==> src/rtl/gyro_rd_pkg.sv <==
// rtl/gyro_rd_pkg.sv - states, SPI command words and decode helpers for gyro_rd_ctrl (GYRO_RD_YAW_EN adds yaw states)
package gyro_rd_pkg;

    typedef enum logic [4:0] {
        S_PWRUP  = 5'd0,
        S_CFG0,
        S_CFG0_W,
        S_CFG1,
        S_CFG1_W,
        S_CFG2,
        S_CFG2_W,
        S_IDLE,
        S_RDL,
        S_RDL_W,
        S_RDH,
        S_RDH_W,
`ifdef GYRO_RD_YAW_EN
        S_YAWL,
        S_YAWL_W,
        S_YAWH,
        S_YAWH_W,
`endif
        S_VLD
    } state_t;

    localparam logic [15:0] CMD_INT_CFG = 16'h0D02;
    localparam logic [15:0] CMD_G_ODR   = 16'h1160;
    localparam logic [15:0] CMD_CTRL    = 16'h1440;
    localparam logic [15:0] CMD_PTCHL   = 16'hA200;
    localparam logic [15:0] CMD_PTCHH   = 16'hA300;
    localparam logic [15:0] CMD_YAWL    = 16'hA600;
    localparam logic [15:0] CMD_YAWH    = 16'hA700;

    function automatic logic is_issue(input state_t s);
        case (s)
            S_CFG0, S_CFG1, S_CFG2, S_RDL, S_RDH: is_issue = 1'b1;
`ifdef GYRO_RD_YAW_EN
            S_YAWL, S_YAWH:                       is_issue = 1'b1;
`endif
            default:                              is_issue = 1'b0;
        endcase
    endfunction

    function automatic logic [15:0] issue_cmd(input state_t s);
        case (s)
            S_CFG0:  issue_cmd = CMD_INT_CFG;
            S_CFG1:  issue_cmd = CMD_G_ODR;
            S_CFG2:  issue_cmd = CMD_CTRL;
            S_RDL:   issue_cmd = CMD_PTCHL;
            S_RDH:   issue_cmd = CMD_PTCHH;
`ifdef GYRO_RD_YAW_EN
            S_YAWL:  issue_cmd = CMD_YAWL;
            S_YAWH:  issue_cmd = CMD_YAWH;
`endif
            default: issue_cmd = 16'h0000;
        endcase
    endfunction

endpackage

==> src/rtl/int_sync.sv <==
// rtl/int_sync.sv - two-flop synchronizer for the sensor data-ready interrupt
module int_sync (
    input  logic clk,
    input  logic rst,
    input  logic d,
    output logic q
);

    logic meta;

    always_ff @(posedge clk) begin
        if (rst) begin
            meta <= 1'b0;
            q    <= 1'b0;
        end else begin
            meta <= d;
            q    <= meta;
        end
    end

endmodule

==> src/rtl/gyro_rd_ctrl.sv <==
// rtl/gyro_rd_ctrl.sv - iNEMO configure/read sequencer driving SPI_mnrch; GYRO_RD_YAW_EN adds yaw readout
module gyro_rd_ctrl
    import gyro_rd_pkg::*;
#(
    parameter int PWRUP_W = 16
) (
    input  logic               clk,
    input  logic               rst,
    input  logic               INT,
    input  logic               done,
    input  logic [15:0]        resp,
    output logic               snd,
    output logic [15:0]        cmd,
    output logic signed [15:0] ptch,
    output logic               vld
`ifdef GYRO_RD_YAW_EN
    ,
    output logic [15:0]        yaw
`endif
);

    state_t             state;
    state_t             state_nxt;
    logic [PWRUP_W-1:0] pwrup_cnt;
    logic               int_s;
    logic [7:0]         ptch_lo;
    logic [7:0]         ptch_hi;
`ifdef GYRO_RD_YAW_EN
    logic [7:0]         yaw_lo;
    logic [7:0]         yaw_hi;
`endif
    logic               unused_resp_hi;

    assign unused_resp_hi = ^resp[15:8];

    int_sync u_int_sync (
        .clk (clk),
        .rst (rst),
        .d   (INT),
        .q   (int_s)
    );

    always_comb begin
        state_nxt = state;
        case (state)
            S_PWRUP:  if (&pwrup_cnt) state_nxt = S_CFG0;
            S_CFG0:   state_nxt = S_CFG0_W;
            S_CFG0_W: if (done) state_nxt = S_CFG1;
            S_CFG1:   state_nxt = S_CFG1_W;
            S_CFG1_W: if (done) state_nxt = S_CFG2;
            S_CFG2:   state_nxt = S_CFG2_W;
            S_CFG2_W: if (done) state_nxt = S_IDLE;
            S_IDLE:   if (int_s) state_nxt = S_RDL;
            S_RDL:    state_nxt = S_RDL_W;
            S_RDL_W:  if (done) state_nxt = S_RDH;
            S_RDH:    state_nxt = S_RDH_W;
`ifdef GYRO_RD_YAW_EN
            S_RDH_W:  if (done) state_nxt = S_YAWL;
            S_YAWL:   state_nxt = S_YAWL_W;
            S_YAWL_W: if (done) state_nxt = S_YAWH;
            S_YAWH:   state_nxt = S_YAWH_W;
            S_YAWH_W: if (done) state_nxt = S_VLD;
`else
            S_RDH_W:  if (done) state_nxt = S_VLD;
`endif
            S_VLD:    state_nxt = S_IDLE;
            default:  state_nxt = S_PWRUP;
        endcase
    end

    // snd, cmd and vld are registered from the next state so each is high
    // exactly while the FSM sits in the corresponding issue / VLD state.
    always_ff @(posedge clk) begin
        if (rst) begin
            state     <= S_PWRUP;
            pwrup_cnt <= '0;
            snd       <= 1'b0;
            cmd       <= 16'h0000;
            ptch      <= 16'sh0000;
            vld       <= 1'b0;
            ptch_lo   <= 8'h00;
            ptch_hi   <= 8'h00;
`ifdef GYRO_RD_YAW_EN
            yaw       <= 16'h0000;
            yaw_lo    <= 8'h00;
            yaw_hi    <= 8'h00;
`endif
        end else begin
            state <= state_nxt;
            snd   <= is_issue(state_nxt);
            vld   <= (state_nxt == S_VLD);
            if (is_issue(state_nxt)) begin
                cmd <= issue_cmd(state_nxt);
            end
            if (state == S_PWRUP && !(&pwrup_cnt)) begin
                pwrup_cnt <= pwrup_cnt + 1'b1;
            end
            if (done) begin
                case (state)
                    S_RDL_W:  ptch_lo <= resp[7:0];
                    S_RDH_W:  ptch_hi <= resp[7:0];
`ifdef GYRO_RD_YAW_EN
                    S_YAWL_W: yaw_lo  <= resp[7:0];
                    S_YAWH_W: yaw_hi  <= resp[7:0];
`endif
                    default:  ;
                endcase
            end
            // The last byte is taken straight from resp so ptch lands on the vld edge.
`ifdef GYRO_RD_YAW_EN
            if (state == S_YAWH_W && done) begin
                ptch <= {ptch_hi, ptch_lo};
                yaw  <= {resp[7:0], yaw_lo};
            end
`else
            if (state == S_RDH_W && done) begin
                ptch <= {resp[7:0], ptch_lo};
            end
`endif
        end
    end

endmodule

==> config.mk <==
export PLATFORM = sky130hd
export DESIGN_NAME = gyro_rd_ctrl
export DESIGN_NICKNAME = d
export VERILOG_FILES = /design/src/rtl/gyro_rd_pkg.sv /design/src/rtl/int_sync.sv /design/src/rtl/gyro_rd_ctrl.sv
export SDC_FILE = /design/constraint.sdc
export NUM_CORES = 1
export LEC_CHECK = 0
export ABC_AREA = 1
export CORE_MARGIN = 2
export CORE_UTILIZATION = 55
export DETAILED_ROUTE_END_ITERATION = 10
export PLACE_DENSITY = 0.85
export SYNTH_ARGS = -nofsm -noshare
export SYNTH_HDL_FRONTEND = slang
export SYNTH_SLANG_ARGS = --single-unit
==> constraint.sdc <==
create_clock -name clk -period 3.37 [get_ports clk]
set_clock_uncertainty 0.2 [all_clocks]
set_input_delay 0.5055 -clock clk [delete_from_list [all_inputs] [get_ports clk]]
set_output_delay 0.5055 -clock clk [all_outputs]
set_load 0.005 [all_outputs]
==> flow_summary_export.csv <==
group,metric,value,unit
status,status,"finished clean",
critical_path,start_kind,"register",
layout,layout_common_cells,"69 x nand2_1, 55 x dfxtp_1, 43 x nor2_1",
min_path,hp-start,"u_int_sync.meta$_SDFF_PP0_",
sta,maxSlewViolCount,0,
drt,wire_per_inst,12.2,um
synthesis,yosysWarnings,0,
drt,via_per_inst,5.27,
grt,grtUsageMet2,37.4,%
sta,tightest_slew,802,ps
grt,grtUsageTotal,22.3,%
floorplan,core,4440,um2
sta,worst_slack,1230,ps
placement,place.gp.congestion,0.859,
synthesis,synth_seq_cells,55,
drt,ant_nets,0,
drt,vias,2340,
critical_path,rr_worst_depth,9,
critical_path,critical_path_class,"reg -> reg",
sta,fmax,468,MHz
clock_network,cts_setup_buffers,0,
layout,regArea,1100,um2
critical_path,r2r-start,"pwrup_cnt[0]$_SDFFE_PP0P_",
clock_network,clkLatencyLatePin,320,ps
synthesis,synth_top_area_share,42.4,%
clock_network,clock_sinks,55,
job,cap_violations,0,
min_path,hp-class,"reg -> reg",
grt,grt.overflow.total,0,
grt,first_global_vias,2152,
critical_path,startpoint,"pwrup_cnt[0]$_SDFFE_PP0P_",
clock_network,cts_hold_buf,0,
grt,top_usage_layer,"met2",
power,peakVddDrop,333,uV
layout,drive_gt1_share,10.5,%
critical_path,path_max_fanout,18,
sta,fin_crit,2140,ps
drt,drtPass1Iterations,4,
power,p_leak,1.11,nW
clock_network,htreeDepth,2,
floorplan,die_w,72.7,um
synthesis,synth_cell_types,29,
critical_path,cpPeakStageDelay,410,ps
layout,fin_nets,412,
synthesis,synthTopCellsByArea,"dfxtp_1 42%, nand2_1 10%, nor2_1 6.2%",
clock_network,cts_inserted_buffers,5,
placement,hpwl,3880,um
floorplan,placementRows,24,
grt,grt_pass1_wl,9290,um
sta,hold_violations,0,
critical_path,path_cells,"ha_1 > inv_2 > nor2_4 > nand2_2 > o21ai_4 > inv_4 > nand3_1 > nand2_1 > a21oi_1",
placement,dpl_worst_slack,930,ps
layout,nFillCells,374,
layout,diodes,0,
sta,relSlewSlack,46.5,%
layout,layout_commonest_cell,"nand2_1",
synthesis,ys_seq_area_share,42.4,%
drt,finalWirelength,5430,um
critical_path,slowest_stage,"dfxtp_1",
grt,groute.layer.met3.usage,5.80,%
floorplan,die_area,5280,um2
synthesis,netlist_area,2590,um2
sta,finalSetupTns,0,ps
floorplan,initial_core_util,58.4,%
critical_path,arrival,2200,ps
clock_network,clkSlewWorstSetupHoldPaths,110,ps
critical_path,cp-end-kind,"register",
clock_network,cts_buffer_depth,2,
layout,final_util,68.5,%
placement,numPortBuffers,39,
floorplan,die_y,72.7,um
clock_network,post_cts_resized,0,
synthesis,syn_area_per_cell,7.25,um2
clock_network,cts_tree,"built",
floorplan,io_pins,54,
layout,layout-area-overhead-vs-synth,17.3,%
layout,fin_area,3040,um2
sta,finalCritPeriodShare,63.4,%
placement,dp_cells,436,
power,powerDensity,364,nW/um2
min_path,hold_path_depth,2,
synthesis,synth_cells,358,
synthesis,yosysTopAreaCell,"dfxtp_1",
placement,place_area,2940,um2
drt,drc,0,
layout,finalNonFillerCells,444,
sta,setup_viol,0,
drt,drtIter0Drc,129,
sta,rsz0062_at_grt,"false",
layout,multi_input_area,1220,um2
grt,grt_use_met1,27.4,%
critical_path,required,3430,ps
grt,antenna_found_initial,0,
clock_network,cts_root_buf,"clkbuf_8",
grt,grt_start_max_net_pins,34,
==> sequential cells by signal (all words and copies together) (netlist names), 5 cells and up <==
signal	count
cmd	6
ptch	16
ptch_lo	8
pwrup_cnt	16
state	5
==> report_power, final <==
group | switching (mW) | internal (mW)
logic | 0.0330 | 0.0201
registers | 0.00354 | 0.654
clock network | 0.241 | 0.157
==> layer usage <==
| metal | vias to the layer above | wire length [um] |
|---|---|---|
| li1 | 1216 | - |
| met1 | 1064 | 2360 |
| met5 | - | 0 |
| met4 | 0 | 82 |
| met2 | 52 | 2700 |
| met3 | 8 | 288 |
==> synth_stat cells (all sizes together) <==
library cell and number:
clkbuf 6, nand3b 1, dfxtp 55, o2111ai 1, nand2 74, conb 1
nand4 7, nand3 19, nor3 4, o211ai 1, buf 14, o21ai 34
xnor2 1, inv 40, xor2 5, a21oi 41, nor2 52, a31oi 1
ha 1
==> layout make-up <==
class / count / share of cell area, %
timing repair buffer: 40 / 13.1
sequential: 55 / 36.2
clock inverter: 3 / 1.11
tap: 52 / 2.14
multi-input combinational: 249 / 40.2
clock buffer: 5 / 2.26
inverter: 40 / 5.01
==> critical path: cells and delay by family, from the launching register on <==
kind                       cells  cell delay, ps
AOI/OAI and AO/OA              2             550
adders and majority gates      1             270
buffers and inverters          2             240
DFF                            1             410
and+or+nand+nor                4             400
==> final timing paths <==
check / endpoint / slack (ps)
setup / recovery: pwrup_cnt[2]$_SDFFE_PP0P_ / 1230
hold / removal: u_int_sync.q$_SDFF_PP0_ / 210
setup reg to reg: pwrup_cnt[2]$_SDFFE_PP0P_ / 1230
hold reg to reg: u_int_sync.q$_SDFF_PP0_ / 210
==> logic make-up after synthesis <==
logic type               after synthesis  share of synthesized area (%)
AND/OR/NAND/NOR                      157                           26.6
flip-flops                            55                           42.4
adder cells (fa/ha/maj)                1                          0.482
AO/OA/AOI/OAI                         78                           17.1
other                                  1                          0.145
buffers and inverters                 60                           11.2
XOR/XNOR                               6                           2.03
==> through the flow <==
step                power, mW  hold slack [ps]
finish                   1.11              208
global route             1.15              236
CTS                      1.12              209
detailed placement      0.726              193
global placement        0.723              192
floorplan               0.709              188
No activity file was read; power rests on OpenSTA's default activity.
